`config.mk`:
```
export PLATFORM = sky130hd
export DESIGN_NAME = branch_resolve_flat
export DESIGN_NICKNAME = d
export VERILOG_FILES = /design/src/rtl/rv32i_types.sv /design/src/rtl/branch_resolve_if.sv /design/src/rtl/cmp.sv /design/src/rtl/branch_resolve.sv /design/src/flat_wrapper.sv
export SDC_FILE = /design/constraint.sdc
export NUM_CORES = 1
export LEC_CHECK = 0
export CAP_MARGIN = 20
export CORE_MARGIN = 8
export CORE_UTILIZATION = 45
export CTS_CLUSTER_DIAMETER = 30
export DETAILED_ROUTE_END_ITERATION = 8
export PLACE_DENSITY = 0.78
export SYNTH_ARGS = -nofsm -noshare
export SYNTH_HDL_FRONTEND = slang
export SYNTH_SLANG_ARGS = --single-unit
```
`constraint.sdc`:
```
create_clock -name clk -period 2.48 [get_ports clk]
set_input_delay 0.372 -clock clk [delete_from_list [all_inputs] [get_ports clk]]
set_output_delay 0.372 -clock clk [all_outputs]
set_load 0.02 [all_outputs]
```
`src/rtl/rv32i_types.sv`:
```
// Shared RV32I types for the branch resolution path: condition codes,
// branch kinds and the registered result record.
package rv32i_types;

  localparam int DATA_W = 32;
  localparam int STAT_W = 16;

  typedef enum logic [2:0] {
    F3_BEQ  = 3'b000,
    F3_BNE  = 3'b001,
    F3_BLT  = 3'b100,
    F3_BGE  = 3'b101,
    F3_BLTU = 3'b110,
    F3_BGEU = 3'b111
  } branch_funct3_t;

  typedef enum logic [1:0] {
    BK_NONE = 2'd0,
    BK_BR   = 2'd1,
    BK_JAL  = 2'd2,
    BK_JALR = 2'd3
  } branch_kind_t;

  typedef struct packed {
    logic              redirect;
    logic [DATA_W-1:0] target;
    logic [DATA_W-1:0] link;
    logic              misaligned;
    logic              illegal;
  } br_result_t;

  // 010 and 011 are the two unassigned branch condition encodings
  function automatic logic f3_illegal(input logic [2:0] f3);
    return (f3 == 3'b010) || (f3 == 3'b011);
  endfunction

endpackage

```
`src/rtl/branch_resolve_if.sv`:
```
// Upstream (operand read) and downstream (PC update / writeback) handshake
// bundle of the branch resolution stage.
interface branch_resolve_if;
  import rv32i_types::*;

  logic              in_valid;
  logic              in_ready;
  branch_kind_t      in_kind;
  logic [2:0]        in_funct3;
  logic [DATA_W-1:0] in_pc;
  logic [DATA_W-1:0] in_rs1;
  logic [DATA_W-1:0] in_rs2;
  logic [DATA_W-1:0] in_imm;
  logic              out_valid;
  logic              out_ready;
  logic              out_redirect;
  logic [DATA_W-1:0] out_target;
  logic [DATA_W-1:0] out_link;
  logic              out_misaligned;
  logic              out_illegal;

  modport slave (
    input  in_valid, in_kind, in_funct3, in_pc, in_rs1, in_rs2, in_imm, out_ready,
    output in_ready, out_valid, out_redirect, out_target, out_link, out_misaligned, out_illegal
  );

  modport master (
    output in_valid, in_kind, in_funct3, in_pc, in_rs1, in_rs2, in_imm, out_ready,
    input  in_ready, out_valid, out_redirect, out_target, out_link, out_misaligned, out_illegal
  );

endinterface

```
`src/rtl/cmp.sv`:
```
// Branch comparator: evaluates an RV32I branch condition on two operands.
module cmp
  import rv32i_types::*;
(
  input  branch_funct3_t    cmpop,
  input  logic [DATA_W-1:0] rs1_out,
  input  logic [DATA_W-1:0] cmpmux_out,
  output logic              br_en
);

  logic signed [DATA_W-1:0] a_s;
  logic signed [DATA_W-1:0] b_s;

  assign a_s = rs1_out;
  assign b_s = cmpmux_out;

  always_comb begin
    br_en = 1'b0;
    case (cmpop)
      F3_BEQ:  br_en = (rs1_out == cmpmux_out);
      F3_BNE:  br_en = (rs1_out != cmpmux_out);
      F3_BLT:  br_en = (a_s < b_s);
      F3_BGE:  br_en = (a_s >= b_s);
      F3_BLTU: br_en = (rs1_out < cmpmux_out);
      F3_BGEU: br_en = (rs1_out >= cmpmux_out);
      default: br_en = 1'b0;
    endcase
  end

endmodule

```
`src/rtl/branch_resolve.sv`:
```
// Registered branch/jump resolution stage: condition, target, link and
// misalignment into a one-entry valid/ready result register plus statistics.
module branch_resolve
  import rv32i_types::*;
(
  input  logic               clk,
  input  logic               rst,
  input  logic               flush,
  branch_resolve_if.slave    bus,
  output logic [STAT_W-1:0]  stat_br,
  output logic [STAT_W-1:0]  stat_taken
);

  typedef enum logic {ST_EMPTY, ST_FULL} state_t;

  state_t            state_p1, state_nxt;
  br_result_t        res_p0, res_p1;
  branch_funct3_t    cmpop_p0;
  logic              is_br_p0, illegal_p0, cmp_en_p0, cond_p0;
  logic              taken_p0, misal_p0, accept_p0, vld_p1;
  logic [DATA_W-1:0] link_p0, raw_target_p0;

  function automatic logic [STAT_W-1:0] sat_inc(input logic [STAT_W-1:0] v);
    return (&v) ? v : v + 1'b1;
  endfunction

  // Stage p0: combinational resolution of the offered instruction
  assign is_br_p0   = (bus.in_kind == BK_BR);
  assign illegal_p0 = is_br_p0 & f3_illegal(bus.in_funct3);
  // Non-branches and illegal encodings feed a harmless beq to the comparator
  assign cmpop_p0   = (is_br_p0 && !illegal_p0) ? branch_funct3_t'(bus.in_funct3) : F3_BEQ;

  cmp u_cmp (
    .cmpop      (cmpop_p0),
    .rs1_out    (bus.in_rs1),
    .cmpmux_out (bus.in_rs2),
    .br_en      (cmp_en_p0)
  );

  assign cond_p0       = is_br_p0 & ~illegal_p0 & cmp_en_p0;
  assign link_p0       = bus.in_pc + 32'd4;
  assign raw_target_p0 = (bus.in_kind == BK_JALR) ? ((bus.in_rs1 + bus.in_imm) & ~32'd1)
                                                  : (bus.in_pc + bus.in_imm);
  assign taken_p0      = cond_p0 | (bus.in_kind == BK_JAL) | (bus.in_kind == BK_JALR);
  assign misal_p0      = taken_p0 & (|raw_target_p0[1:0]);

  always_comb begin
    res_p0.redirect   = taken_p0 & ~misal_p0;
    res_p0.target     = (taken_p0 & ~misal_p0) ? raw_target_p0 : link_p0;
    res_p0.link       = link_p0;
    res_p0.misaligned = misal_p0;
    res_p0.illegal    = illegal_p0;
  end

  assign vld_p1       = (state_p1 == ST_FULL);
  assign bus.in_ready = ~vld_p1 | bus.out_ready;
  assign accept_p0    = bus.in_valid & bus.in_ready & ~flush;

  always_comb begin
    state_nxt = state_p1;
    if (flush) begin
      state_nxt = ST_EMPTY;
    end else begin
      case (state_p1)
        ST_EMPTY: if (accept_p0) state_nxt = ST_FULL;
        ST_FULL:  if (!accept_p0 && bus.out_ready) state_nxt = ST_EMPTY;
        default:  state_nxt = ST_EMPTY;
      endcase
    end
  end

  // Stage p1: result register and statistics
  always_ff @(posedge clk or negedge rst) begin
    if (!rst) begin
      state_p1 <= ST_EMPTY;
    end else begin
      state_p1 <= state_nxt;
    end
  end

  always_ff @(posedge clk or negedge rst) begin
    if (!rst) begin
      res_p1 <= '0;
    end else if (accept_p0) begin
      res_p1 <= res_p0;
    end
  end

  always_ff @(posedge clk or negedge rst) begin
    if (!rst) begin
      stat_br    <= '0;
      stat_taken <= '0;
    end else begin
      if (accept_p0 && is_br_p0) stat_br    <= sat_inc(stat_br);
      if (accept_p0 && cond_p0)  stat_taken <= sat_inc(stat_taken);
    end
  end

  assign bus.out_valid      = vld_p1;
  assign bus.out_redirect   = res_p1.redirect;
  assign bus.out_target     = res_p1.target;
  assign bus.out_link       = res_p1.link;
  assign bus.out_misaligned = res_p1.misaligned;
  assign bus.out_illegal    = res_p1.illegal;

endmodule
```
`src/flat_wrapper.sv`:
```
// flat-port wrapper written by rule: the top's interface ports become plain ports
module branch_resolve_flat import rv32i_types::*;
  (clk, rst, flush, stat_br, stat_taken, bus_in_valid, bus_in_kind, bus_in_funct3, bus_in_pc, bus_in_rs1, bus_in_rs2, bus_in_imm, bus_out_ready, bus_in_ready, bus_out_valid, bus_out_redirect, bus_out_target, bus_out_link, bus_out_misaligned, bus_out_illegal);
  branch_resolve_if bus_i ();
  input  logic clk;
  input  logic rst;
  input  logic flush;
  output logic [STAT_W-1:0] stat_br;
  output logic [STAT_W-1:0] stat_taken;
  input wire logic [$bits(bus_i.in_valid)-1:0] bus_in_valid;
  input wire logic [$bits(bus_i.in_kind)-1:0] bus_in_kind;
  input wire logic [$bits(bus_i.in_funct3)-1:0] bus_in_funct3;
  input wire logic [$bits(bus_i.in_pc)-1:0] bus_in_pc;
  input wire logic [$bits(bus_i.in_rs1)-1:0] bus_in_rs1;
  input wire logic [$bits(bus_i.in_rs2)-1:0] bus_in_rs2;
  input wire logic [$bits(bus_i.in_imm)-1:0] bus_in_imm;
  input wire logic [$bits(bus_i.out_ready)-1:0] bus_out_ready;
  output wire logic [$bits(bus_i.in_ready)-1:0] bus_in_ready;
  output wire logic [$bits(bus_i.out_valid)-1:0] bus_out_valid;
  output wire logic [$bits(bus_i.out_redirect)-1:0] bus_out_redirect;
  output wire logic [$bits(bus_i.out_target)-1:0] bus_out_target;
  output wire logic [$bits(bus_i.out_link)-1:0] bus_out_link;
  output wire logic [$bits(bus_i.out_misaligned)-1:0] bus_out_misaligned;
  output wire logic [$bits(bus_i.out_illegal)-1:0] bus_out_illegal;
  assign bus_i.in_valid = bus_in_valid;
  assign bus_i.in_kind = bus_in_kind;
  assign bus_i.in_funct3 = bus_in_funct3;
  assign bus_i.in_pc = bus_in_pc;
  assign bus_i.in_rs1 = bus_in_rs1;
  assign bus_i.in_rs2 = bus_in_rs2;
  assign bus_i.in_imm = bus_in_imm;
  assign bus_i.out_ready = bus_out_ready;
  assign bus_in_ready = bus_i.in_ready;
  assign bus_out_valid = bus_i.out_valid;
  assign bus_out_redirect = bus_i.out_redirect;
  assign bus_out_target = bus_i.out_target;
  assign bus_out_link = bus_i.out_link;
  assign bus_out_misaligned = bus_i.out_misaligned;
  assign bus_out_illegal = bus_i.out_illegal;
  branch_resolve u_core (.clk(clk), .rst(rst), .flush(flush), .bus(bus_i), .stat_br(stat_br), .stat_taken(stat_taken));
endmodule
```
==> flow_metrics.env <==
export IMPL_holdCritPathClass="primary input to async pin"
export IMPL_end_kind="flip-flop"
export IMPL_post_synth_main_area_contributors="sky130_fd_sc_hd__dfrtp_1 28%, sky130_fd_sc_hd__ha_1 13%, sky130_fd_sc_hd__nand2_1 6.8%, sky130_fd_sc_hd__xnor2_1 6.6%, sky130_fd_sc_hd__o21ai_0 4.6%"
export IMPL_path_clk_slew_ns=0.08
export IMPL_hold_slack_ns=0.0411
export IMPL_clock_skew_ns=0.00943
export IMPL_worst_slew_pin_slew_ns=0.617
export IMPL_clkLatencyLatePin_ns=0.35
export IMPL_track_usage=0.275
export IMPL_floorplan_initialDensity=0.459
export IMPL_antenna_found_initial=2
export IMPL_place_detailed_hpwl_um=27300
export IMPL_failed_checks="setup timing"
export IMPL_gr_total_overflow=0
export IMPL_dominantRegCellSynth="sky130_fd_sc_hd__dfrtp_1"
export IMPL_rsz0062_at_grt="yes"
export IMPL_synth_top_area_frac=0.280
export IMPL_ratio_of_cells_with_drive_above_1_in_the_final_layout=0.337
export IMPL_first_global_vias=10800
export IMPL_tritoncts_num_buffers=9
export IMPL_drc_errors=0
export IMPL_cp_data_required_time_ns=2.73
export IMPL_cts_sinks=100
export IMPL_vdd_drop_max_mv=0.305
export IMPL_syn_to_final_growth_pct=71.3
export IMPL_synth_yosys_seq_area_share=0.280
export IMPL_detail_route_wl_per_cell_um=18.7
export IMPL_final_core_util=0.787
export IMPL_part_of_the_cycle_the_worst_path_needs=1.35
export IMPL_postLayoutCellArea_um2=15300
export IMPL_max_slew_headroom_at_the_worst_pin=0.589
export IMPL_worst_r2r_setup_slack_ns=0.11
export IMPL_placer_congestion_estimate=0.919
export IMPL_critical_path_arrival_ns=3.59
export IMPL_row_count=51
export IMPL_synthesis_nets=1339
export IMPL_worstPathMaxFanout=5
export IMPL_route_detailed_vias_per_inst=5.55
export IMPL_multi_input_comb_area_um2=7100
export IMPL_dieWidth_um=157
export IMPL_synthMostInstantiatedCell="sky130_fd_sc_hd__nand2_1"
export IMPL_timing_final_max_slew_violations=0
export IMPL_synth_cells=1103
export IMPL_synth_top_cells_by_count="161 x sky130_fd_sc_hd__nand2_1, 100 x sky130_fd_sc_hd__dfrtp_1, 96 x sky130_fd_sc_hd__ha_1"
export IMPL_cts_max_path_bufs=2
export IMPL_totalWireLength_um=36000
export IMPL_critical_path_startpoint_type="primary input"
export IMPL_top_level_ports=239
export IMPL_maxClockFrequency_mhz=299
export IMPL_run_status="finished with violations"
export IMPL_grt_max_degree=79
export IMPL_synth_largest_area_cell="sky130_fd_sc_hd__dfrtp_1"
export IMPL_fp_dieArea_um2=24600
export IMPL_cts_hold_repair_buffers=0
export IMPL_p_leak_uw=0.00713
export IMPL_fillCellCount=1312
export IMPL_post_route_worst_setup_slack_ns=-0.868
export IMPL_number_of_flops_mapped_to_enable_cells_by_yosys=0
export IMPL_hold_violations=0
export IMPL_placed_area_um2=13800
export IMPL_post_synth_instance_area_um2=8940
export IMPL_pwr_density_cell_nw_per_um2=455
export IMPL_h_tree_depth=3
export IMPL_syn_area_per_cell_um2=8.11
export IMPL_power_uw=6970
export IMPL_drtAntennaViolNets=0
export IMPL_postSynth_asyncResetShare=1.00
export IMPL_dieHeight_um=157
export IMPL_num_vias=10700
export IMPL_numPlacedInstances=1859
export IMPL_ys_warn_count=0
export IMPL_grt_first_pass_wirelength_um=54400
export IMPL_synth_seq_cells=100
export IMPL_core_area_um2=19500
export IMPL_first_pass_iteration_count_of_the_detailed_router=6
export IMPL_maxCapViolations=0
export IMPL_io_buffers=238
export IMPL_synth_cell_types=68
export IMPL_final_period_minus_worst_setup_slack_ns=3.35
export IMPL_finish_net_count=1894
export IMPL_critical_path_class="primary input to flip-flop"
export IMPL_root_buffer="sky130_fd_sc_hd__clkbuf_16"
export IMPL_layout_area_seq_um2=2500
export IMPL_final_setup_viol_count=50
export IMPL_fin_cells=1929
export IMPL_drt_first_iter_violations=874
export IMPL_cts_tree="done"
-- per-layer routing --
layer	wire length [µm]	GRT usage	vias up
li1	-	-	5096
met1	15300	0.359	5054
met2	17000	0.454	478
met3	2830	0.0441	68
met4	946	0.0961	2
met5	13	0	-
-- worst max-delay path: stages --
cell	delay [ns]
sky130_fd_sc_hd__buf_4	0.10
sky130_fd_sc_hd__clkinv_4	0.04
sky130_fd_sc_hd__ha_4	0.22
sky130_fd_sc_hd__a21oi_4	0.12
sky130_fd_sc_hd__o21ai_2	0.08
sky130_fd_sc_hd__a221o_1	0.35
sky130_fd_sc_hd__a221o_2	0.43
sky130_fd_sc_hd__buf_4	0.16
sky130_fd_sc_hd__o41ai_2	0.28
sky130_fd_sc_hd__nand2_1	0.18
sky130_fd_sc_hd__a311oi_2	0.28
sky130_fd_sc_hd__buf_4	0.17
sky130_fd_sc_hd__a21boi_4	0.23
sky130_fd_sc_hd__buf_6	0.13
sky130_fd_sc_hd__nand4_1	0.18
sky130_fd_sc_hd__xnor2_2	0.27
-- placed cells by master, fill, tap and decap left out, drive strengths merged, types with 6 or more instances in the layout --
master / netlist / routed
a21o: 18 / 18
a21oi: 80 / 80
a31oi: 8 / 8
nor2: 73 / 73
nand3: 45 / 45
xor2: 35 / 35
dlymetal6s2s: 0 / 6
nor3: 24 / 24
o211ai: 16 / 16
o21a: 13 / 13
ha: 96 / 96
mux2: 8 / 8
o21bai: 7 / 7
nor2b: 13 / 13
clkbuf: 21 / 36
nand2: 161 / 161
and4: 6 / 6
clkdlybuf4s50: 0 / 147
xnor2: 67 / 67
a211oi: 15 / 15
inv: 51 / 53
buf: 8 / 353
dfrtp: 100 / 100
o31ai: 9 / 9
mux2i: 6 / 6
and3: 11 / 11
nand4: 30 / 30
or3: 7 / 7
o21ai: 86 / 86
dlygate4sd2: 0 / 36
nand2b: 21 / 21
-- sequential cells by signal, indices dropped and copies added, names as in the netlist --
signal / cells
u_core.bus.out_link: 32
u_core.bus.out_target: 32
u_core.stat_br: 16
u_core.stat_taken: 16
u_core.bus.out_illegal: 1
u_core.bus.out_misaligned: 1
u_core.bus.out_redirect: 1
u_core.bus.out_valid: 1
-- metrics by stage --
| stage | worst slack [ns] | setup TNS, ns |
|---|---|---|
| after CTS | -0.824 | -32.22 |
| after floorplan | -0.667 | -25.83 |
| final | -0.868 | -33.32 |
| after global placement | -1.54 | -76.63 |
| after global routing | -0.965 | -38.65 |
| after detailed placement | -1.67 | -82.41 |
-- where the power goes --
group	leakage, µW	internal (µW)	switching, µW
Combinational	0.00570	1700	1710
Sequential	0.00128	1850	185
Clock	0.000161	892	631
-- cell type report --
type                            count  share of cell area
Inverter                           51              0.0138
Sequential cell                   100               0.163
Antenna cell                        1            0.000163
Timing Repair Buffer              573               0.317
Clock inverter                      7             0.00629
Tap cell                          265              0.0217
Clock buffer                        9              0.0147
Multi-Input combinational cell    923               0.463
-- final timing paths --
kind                       depth (start not counted)                                 from                               endpoint
max                                               16                        bus_in_rs2[9]       u_core.stat_taken[9]$_DFFE_PN0P_
min                                                1                                  rst     u_core.bus.out_link[5]$_DFFE_PN0P_
max reg2reg                                       10        u_core.stat_br[8]$_DFFE_PN0P_         u_core.stat_br[15]$_DFFE_PN0P_
min reg2reg                                        2  u_core.bus.out_link[21]$_DFFE_PN0P_    u_core.bus.out_link[21]$_DFFE_PN0P_
max in group asynchronous                          2                                  rst  u_core.bus.out_target[23]$_DFFE_PN0P_
min in group clk                                   2  u_core.bus.out_link[21]$_DFFE_PN0P_    u_core.bus.out_link[21]$_DFFE_PN0P_
-- kinds of logic (layout without fill, tap and decap cells) --
kind of cell	count (synthesis)	in the layout	share of synthesized area
compound gates	295	295	0.208
xor+xnor	102	102	0.0999
fa+ha+maj	98	98	0.139
buf+inv	80	640	0.0357
flops	100	100	0.280
mux	14	14	0.0168
other cells	0	1	0
simple gates	414	414	0.221
-- what timing repair did --
action                                  in CTS  in global routing
resized for setup                          283                126
setup buffers                               33                 19
gates cloned                                 1                  1
pin swaps                                   89                 57
endpoints found under the setup margin      60                 57
Note: power is estimated with default switching activity, not from simulation.
